## src/rtl/vga_timing_pkg.sv

```systemverilog
`timescale 1ns/1ps
// Shared 640x480@60 raster constants, control-bundle type and window helper
// for the VGA timing generator.
package vga_timing_pkg;

  localparam int COORD_W = 10;

  localparam int VGA_H_ACTIVE = 640;
  localparam int VGA_H_FP     = 16;
  localparam int VGA_H_SYNC   = 96;
  localparam int VGA_H_BP     = 48;
  localparam int VGA_V_ACTIVE = 480;
  localparam int VGA_V_FP     = 10;
  localparam int VGA_V_SYNC   = 2;
  localparam int VGA_V_BP     = 33;

  localparam int VGA_HT = VGA_H_ACTIVE + VGA_H_FP + VGA_H_SYNC + VGA_H_BP;
  localparam int VGA_VT = VGA_V_ACTIVE + VGA_V_FP + VGA_V_SYNC + VGA_V_BP;

  localparam int VGA_H_SYNC_START = VGA_H_ACTIVE + VGA_H_FP;
  localparam int VGA_H_SYNC_END   = VGA_H_SYNC_START + VGA_H_SYNC;
  localparam int VGA_V_SYNC_START = VGA_V_ACTIVE + VGA_V_FP;
  localparam int VGA_V_SYNC_END   = VGA_V_SYNC_START + VGA_V_SYNC;

  // Control bits that must travel alongside the pixel-source latency.
  typedef struct packed {
    logic hs;
    logic vs;
    logic valid;
    logic fs;
  } vga_ctrl_t;

  localparam int CTRL_W = $bits(vga_ctrl_t);

  function automatic logic in_window(input logic [COORD_W-1:0] v, input int lo, input int hi);
    return (int'(v) >= lo) && (int'(v) < hi);
  endfunction

endpackage

```

## src/rtl/vga_delay_line.sv

```systemverilog
`timescale 1ns/1ps
// Fixed-depth register delay line with synchronous reset to a chosen idle value.
module vga_delay_line #(
  parameter int WIDTH = 4,
  parameter int DEPTH = 2,
  parameter logic [WIDTH-1:0] RESET_VAL = '0
) (
  input  logic             clk,
  input  logic             srst,
  input  logic [WIDTH-1:0] d,
  output logic [WIDTH-1:0] q
);

  for (genvar gi = 0; gi < DEPTH; gi++) begin : g_stage
    logic [WIDTH-1:0] stage_reg;
    logic [WIDTH-1:0] stage_next;

    if (gi == 0) begin : g_head
      assign stage_next = d;
    end else begin : g_tail
      assign stage_next = g_stage[gi-1].stage_reg;
    end

    always_ff @(posedge clk) begin
      if (srst) begin
        stage_reg <= RESET_VAL;
      end else begin
        stage_reg <= stage_next;
      end
    end
  end

  assign q = g_stage[DEPTH-1].stage_reg;

endmodule

```

## src/rtl/vga_timing_gen.sv

```systemverilog
`timescale 1ns/1ps
// 640x480@60 raster generator: issues pixel coordinate requests and re-aligns
// sync/blank with colour returned PIPE_LAT cycles later by the pixel source.
module vga_timing_gen
  import vga_timing_pkg::*;
#(
  parameter int   H_ACTIVE    = VGA_H_ACTIVE,
  parameter int   H_FP        = VGA_H_FP,
  parameter int   H_SYNC      = VGA_H_SYNC,
  parameter int   H_BP        = VGA_H_BP,
  parameter int   V_ACTIVE    = VGA_V_ACTIVE,
  parameter int   V_FP        = VGA_V_FP,
  parameter int   V_SYNC      = VGA_V_SYNC,
  parameter int   V_BP        = VGA_V_BP,
  parameter logic SYNC_ACTIVE = 1'b0,
  parameter int   PIPE_LAT    = 2
) (
  input  logic               clk25m,
  input  logic               reset,
  output logic [COORD_W-1:0] req_x,
  output logic [COORD_W-1:0] req_y,
  output logic               req_valid,
  input  logic [7:0]         rin,
  input  logic [7:0]         gin,
  input  logic [7:0]         bin,
  output logic [7:0]         r,
  output logic [7:0]         g,
  output logic [7:0]         b,
  output logic               hsync,
  output logic               vsync,
  output logic               hblank,
  output logic               display_enable,
  output logic               frame_start
);

  localparam int HT       = H_ACTIVE + H_FP + H_SYNC + H_BP;
  localparam int VT       = V_ACTIVE + V_FP + V_SYNC + V_BP;
  localparam int HS_START = H_ACTIVE + H_FP;
  localparam int HS_END   = HS_START + H_SYNC;
  localparam int VS_START = V_ACTIVE + V_FP;
  localparam int VS_END   = VS_START + V_SYNC;

  localparam vga_ctrl_t CTRL_IDLE = '{hs: 1'b0, vs: 1'b0, valid: 1'b0, fs: 1'b0};

  logic [COORD_W-1:0] x_reg;
  logic [COORD_W-1:0] y_reg;
  logic               x_last;
  logic               y_last;

  assign x_last = (x_reg == COORD_W'(HT - 1));
  assign y_last = (y_reg == COORD_W'(VT - 1));

  always_ff @(posedge clk25m) begin
    if (reset) begin
      x_reg <= '0;
      y_reg <= '0;
    end else begin
      x_reg <= x_last ? '0 : x_reg + 1'b1;
      if (x_last) begin
        y_reg <= y_last ? '0 : y_reg + 1'b1;
      end
    end
  end

  assign req_x     = x_reg;
  assign req_y     = y_reg;
  assign req_valid = in_window(x_reg, 0, H_ACTIVE) && in_window(y_reg, 0, V_ACTIVE);

  vga_ctrl_t ctrl_raw;
  vga_ctrl_t ctrl_dly;

  always_comb begin
    ctrl_raw       = CTRL_IDLE;
    ctrl_raw.hs    = in_window(x_reg, HS_START, HS_END);
    ctrl_raw.vs    = in_window(y_reg, VS_START, VS_END);
    ctrl_raw.valid = req_valid;
    ctrl_raw.fs    = (x_reg == '0) && (y_reg == '0);
  end

  // Controls wait here while the pixel source fetches the matching colour.
  vga_delay_line #(
    .WIDTH     (CTRL_W),
    .DEPTH     (PIPE_LAT),
    .RESET_VAL (CTRL_IDLE)
  ) u_ctrl_delay (
    .clk  (clk25m),
    .srst (reset),
    .d    (ctrl_raw),
    .q    (ctrl_dly)
  );

  logic [7:0] r_reg;
  logic [7:0] g_reg;
  logic [7:0] b_reg;
  logic       hsync_reg;
  logic       vsync_reg;
  logic       hblank_reg;
  logic       de_reg;
  logic       fs_reg;

  always_ff @(posedge clk25m) begin
    if (reset) begin
      r_reg      <= '0;
      g_reg      <= '0;
      b_reg      <= '0;
      hsync_reg  <= ~SYNC_ACTIVE;
      vsync_reg  <= ~SYNC_ACTIVE;
      hblank_reg <= 1'b1;
      de_reg     <= 1'b0;
      fs_reg     <= 1'b0;
    end else begin
      r_reg      <= ctrl_dly.valid ? rin : 8'd0;
      g_reg      <= ctrl_dly.valid ? gin : 8'd0;
      b_reg      <= ctrl_dly.valid ? bin : 8'd0;
      hsync_reg  <= ctrl_dly.hs ? SYNC_ACTIVE : ~SYNC_ACTIVE;
      vsync_reg  <= ctrl_dly.vs ? SYNC_ACTIVE : ~SYNC_ACTIVE;
      hblank_reg <= ~ctrl_dly.valid;
      de_reg     <= ctrl_dly.valid;
      fs_reg     <= ctrl_dly.fs;
    end
  end

  assign r              = r_reg;
  assign g              = g_reg;
  assign b              = b_reg;
  assign hsync          = hsync_reg;
  assign vsync          = vsync_reg;
  assign hblank         = hblank_reg;
  assign display_enable = de_reg;
  assign frame_start    = fs_reg;

endmodule

```

## config.mk

```make
export PLATFORM = sky130hd
export DESIGN_NAME = vga_timing_gen
export DESIGN_NICKNAME = d
export VERILOG_FILES = /design/src/rtl/vga_timing_pkg.sv /design/src/rtl/vga_delay_line.sv /design/src/rtl/vga_timing_gen.sv
export SDC_FILE = /design/constraint.sdc
export NUM_CORES = 1
export LEC_CHECK = 0
export BUFFER_PORTS_ARGS = -buffer_cell sky130_fd_sc_hd__buf_2
export CAP_MARGIN = 20
export CORE_MARGIN = 2
export CORE_UTILIZATION = 44
export CTS_CLUSTER_DIAMETER = 100
export DETAILED_ROUTE_END_ITERATION = 16
export PLACE_DENSITY_LB_ADDON = 0.3
export SLEW_MARGIN = 20
export SYNTH_ARGS = -nofsm -noshare
export SYNTH_HDL_FRONTEND = slang
export SYNTH_SLANG_ARGS = --single-unit
```

## constraint.sdc

```tcl
create_clock -name clk25m -period 2.5 [get_ports clk25m]
set_input_delay 0.125 -clock clk25m [delete_from_list [all_inputs] [get_ports clk25m]]
set_output_delay 0.125 -clock clk25m [all_outputs]
set_load 0.05 [all_outputs]
```

; ---- Word level (Yosys, flattened, before mapping)
; Index checks and enable logic that the tools add are counted.
; W data, S select, Z words.
[totals]
elab_cells = 34
inputBits = 26
register_bits = 57
out_inout_bits = 50
[op_classes]
addsub = 2
bitwise = 1
reduce_logical = 8
magnitude_cmp = 6
mux = 3
n_eq_ne = 2
[op_table]
columns = cell, n
row1 = $add A10 B1 Y10 const B, 2
row2 = $eq A10 B10 Y1 const B, 2
row3 = $logic_not A10 Y1, 2
row4 = $lt A10 B10 Y1 const B, 2
row5 = $lt A10 B9 Y1 const B, 2
row6 = $ge A10 B10 Y1 const B, 1
row7 = $ge A10 B9 Y1 const B, 1
row8 = $mux W10, 1
row9 = $logic_and A1 B1 Y1, 4
row10 = $reduce_or A2 Y1, 2
row11 = $mux W1, 2
row12 = $not A1 Y1, 1

; ---- Logic depth before layout (Yosys ltp)
[depth]
depth_word = 2
mapped_depth = 7
depth_no_buf = 6

; ---- By module
; A second synthesis with hierarchy kept.
[unflattened]
cells_unflattened = 205
area_unflattened_um2 = 2068.2
[modules_own_cells]
columns = module, area_each_um2, cells_per_inst, n_inst, seq_area_each_um2
row1 = vga_timing_gen, 1858.0, 189, 1, 980.9
row2 = vga_delay_line, 210.2, 16, 1, 160.2

; ---- Worst setup path after synthesis
; Ideal clock, no wire load.
[synth_timing]
path_kind = register to register
from = reg x_reg[4] (netlist: req_x[4])
to = reg y_reg[7] (netlist: req_y[7])
setup_slack_ns = 0.111
setup_time_ns = 0.066
stages_incl_launch_ff = 7
synth_period_minus_slack_ns = 2.389
path_buffers = 2
required_ns = 2.434
arrival_time_ns = 2.323
path_cell_list = dfxtp_1 > buf_4 > or3b_1 > buf_2 > or4_4 > or3_1 > a21oi_2
[synth_between]
elab_chain_len = 1
[synth_rtl]
columns = element, line_no
row1 = "start, declared", vga_timing_gen.sv:45  ; logic [COORD_W-1:0] x_reg;
row2 = "start signal, assigned", vga_timing_gen.sv:58  ; x_reg <= x_last ? '0 : x_reg + 1'b1;
row3 = $eq A10 B10 Y1, vga_timing_gen.sv:50  ; assign x_last = (x_reg == COORD_W'(HT - 1));
row4 = "end signal, assigned", vga_timing_gen.sv:60  ; y_reg <= y_last ? '0 : y_reg + 1'b1;
row5 = "end, declared", vga_timing_gen.sv:46  ; logic [COORD_W-1:0] y_reg;
; Every way passes these cells.
; A chain may end at the register's enable or synchronous reset.

; ---- Final worst setup path
[layout_timing]
from = reg x_reg[0] (netlist: req_x[0])
to = reg y_reg[7] (netlist: req_y[7])
; Same word-level chain as after synthesis.

==> qor.yml <==
status: "finished, final reports clean"
ys_warn_count: 0
reg2reg_slack_ps: 340
cts_root_buffer: "clkbuf_8"
vias: 1711
synth_edf_count: 0
routedWlPerCell_um: 13.1
gp_congestion: 0.767
viasPerCell: 4.78
setup_slack_ps: 337
synth_cell_types: 33
layout_min_cycle_time_ps: 2160
setup_violations: 0
grt_use_total_pct: 19.3
rsz0062_at_grt: "false"
arrival_ps: 2430
start_kind: "flop"
fin_tns_setup_ps: 0
power.leakage_uw: 0.00130
holdPathStages: 2
hpwl_um: 2880
rr_endpoint: "req_y[7]"
die_h_um: 71.7
layout.nets: 331
finalCritPeriodShare_pct: 86.5
ios: 76
cts_setup_buffers: 0
ys_async_sr_fraction_pct: 0
crit_fanout: 11
fin_skew_ps: 6.17
portBuffers: 75
numCtsBuffers: 9
min_delay_worst_endpoint: "req_x[4]"
antenna_cells: 0
drt_wl_total_um: 4680
fillers: 354
hold_violations: 0
die_area_um2: 5140
clock_sinks: 57
hold_path_class: "input port to flop"
ant_nets: 0
drt-initial-drc-count: 72
rows: 24
vdd_drop_max_uv: 421
fp.dieW_um: 71.7
final_layout_size_suffix_gt1_share_pct: 31.4
antenna_found_initial: 0
min_from: "reset"
p_total_uw: 2040
critPathRequiredTime_ps: 2760
grt_max_degree: 27
power_density_nw_per_um2: 708
rr_startpoint: "req_x[0]"
cts.clk_slew.worst_paths_ps: 70
dpl_worst_slack_ps: 359
tightest_slew_ps: 587
synth-seq-area-share_pct: 56.6
tritoncts: "done"
synthFlopType: "dfxtp_1"
drc: 0
initial_core_util_pct: 45.9
syn-cell-area_um2: 2010
coreArea_um2: 4380
clock_latency_ps: 330
cts_buffer_depth: 2
r2r_cells: 5
slew_headroom_pct: 60.5
synth-seq-cells: 57
grt_pass1_wl_um: 7500
critPathCaptureType: "flop"
syn_nets: 231
clock.fmax_mhz: 462
grt_pass1_vias: 1614
area_delta_synth_final_pct: 42.8
gr-total-overflow: 0
drv_slew: 0
cts_max_level: 3
synthCells: 201
drv_cap: 0
synth.avg_cell_area_um2: 10.0
path_class: "flop to flop"
drtPass1Iterations: 4
[repair_timing]
action / CTS / global route
gates resized for setup: 0 / 0
endpoints found under the hold margin: 24 / 0
hold buffers: 24 / 0
[cells in the mapped netlist, drive strengths merged, types with 4 or more instances]
cell type	count	share of area, %
nand3	5	1.2
a21oi	4	1.2
inv	6	1.1
nor2	19	3.5
dfxtp	57	57
nor2b	6	1.9
nand2	6	1.1
o21ai	4	0.99
ha	4	2.5
clkbuf	9	1.7
nand4	5	1.6
xnor2	8	3.5
and2	24	7.5
nor3	7	1.7
xor2	5	2.2
or3	4	1.2
nor4	7	2.2
[metal layers]
layer	global-route usage (%)	wire length, µm	up-vias
li1	-	-	868
met1	22.4	1990	774
met2	32.0	2300	57
met3	3.66	245	12
met4	13.2	138	0
met5	0	0	-
[critical path: stages, from the launching register on]
cell and delay (ps):
dfxtp_1 410, ha_1 220, nand3_1 300, or4_4 650
or3_1 370, a21oi_2 150
[kinds of logic after synthesis]
logic type                 synth area share [%]
AOI/OAI and AO/OA                          2.67
xor gates and xnor gates                   5.65
adders and majority gates                  2.48
buffers and inverters                      3.73
DFF                                        56.6
muxes                                     0.994
and+or+nand+nor                            27.8
[placed cells by master, fill, tap and decap left out]
cell,n
or4_4,1
nor2_1,19
dlygate4sd3_1,24
ha_1,4
xor2_1,5
a41o_1,1
nand3_1,5
clkinvlp_4,1
inv_1,6
a21oi_2,1
and2_1,24
buf_4,2
nand3b_1,2
and4_1,1
clkinv_2,2
nand4b_1,3
bufinv_16,2
nor2b_1,6
clkinv_4,2
nand2b_1,3
dfxtp_1,57
buf_2,75
or3_1,4
a21oi_1,3
nor4_1,7
or2_2,1
and4b_1,1
nand4_1,5
nand2_1,6
xnor2_1,8
nor3_1,7
or3b_1,1
o21ai_0,4
clkbuf_8,9
and3_1,1
mux2i_1,2
or4_1,1
[worst max-delay path by stage]
stage / from / end / slack, ps / depth (start not counted)
after floorplan: req_x[4] / req_y[7] / 110 / 6
after global placement: req_x[0] / req_y[7] / 450 / 5
after detailed placement: req_x[0] / req_y[7] / 360 / 5
after CTS: req_x[0] / req_y[7] / 350 / 5
after global routing: req_x[0] / req_y[7] / 220 / 5
final: req_x[0] / req_y[7] / 340 / 5
[metrics by stage]
| stage | cells | utilization [%] | instance area (µm²) | hold slack [ps] |
|---|---|---|---|---|
| after floorplan | 201 | - | 2010 | 197 |
| after global placement | 318 | 55.1 | 2420 | 324 |
| after detailed placement | 318 | 55.1 | 2420 | 327 |
| after CTS | 358 | 65.6 | 2880 | 145 |
| after global routing | 358 | 65.6 | 2880 | 166 |
| final | 358 | 65.6 | 2880 | 154 |
[power breakdown]
group          leakage [µW]  internal (µW)  switching, µW
clock              0.000109            560            378
sequential         0.000463            929           9.12
combinational      0.000731           65.5           95.4
total               0.00130           1550            482
[layout make-up]
class	instances	area, µm²	share of cell area (%)
Sequential cell	57	1140	39.7
Tap cell	52	65.1	2.26
Clock inverter	7	95.1	3.31
Clock buffer	9	124	4.31
Multi-Input combinational cell	126	798	27.8
Inverter	6	22.5	0.783
Timing Repair Buffer	101	631	21.9
(Power assumes the default switching activity.)
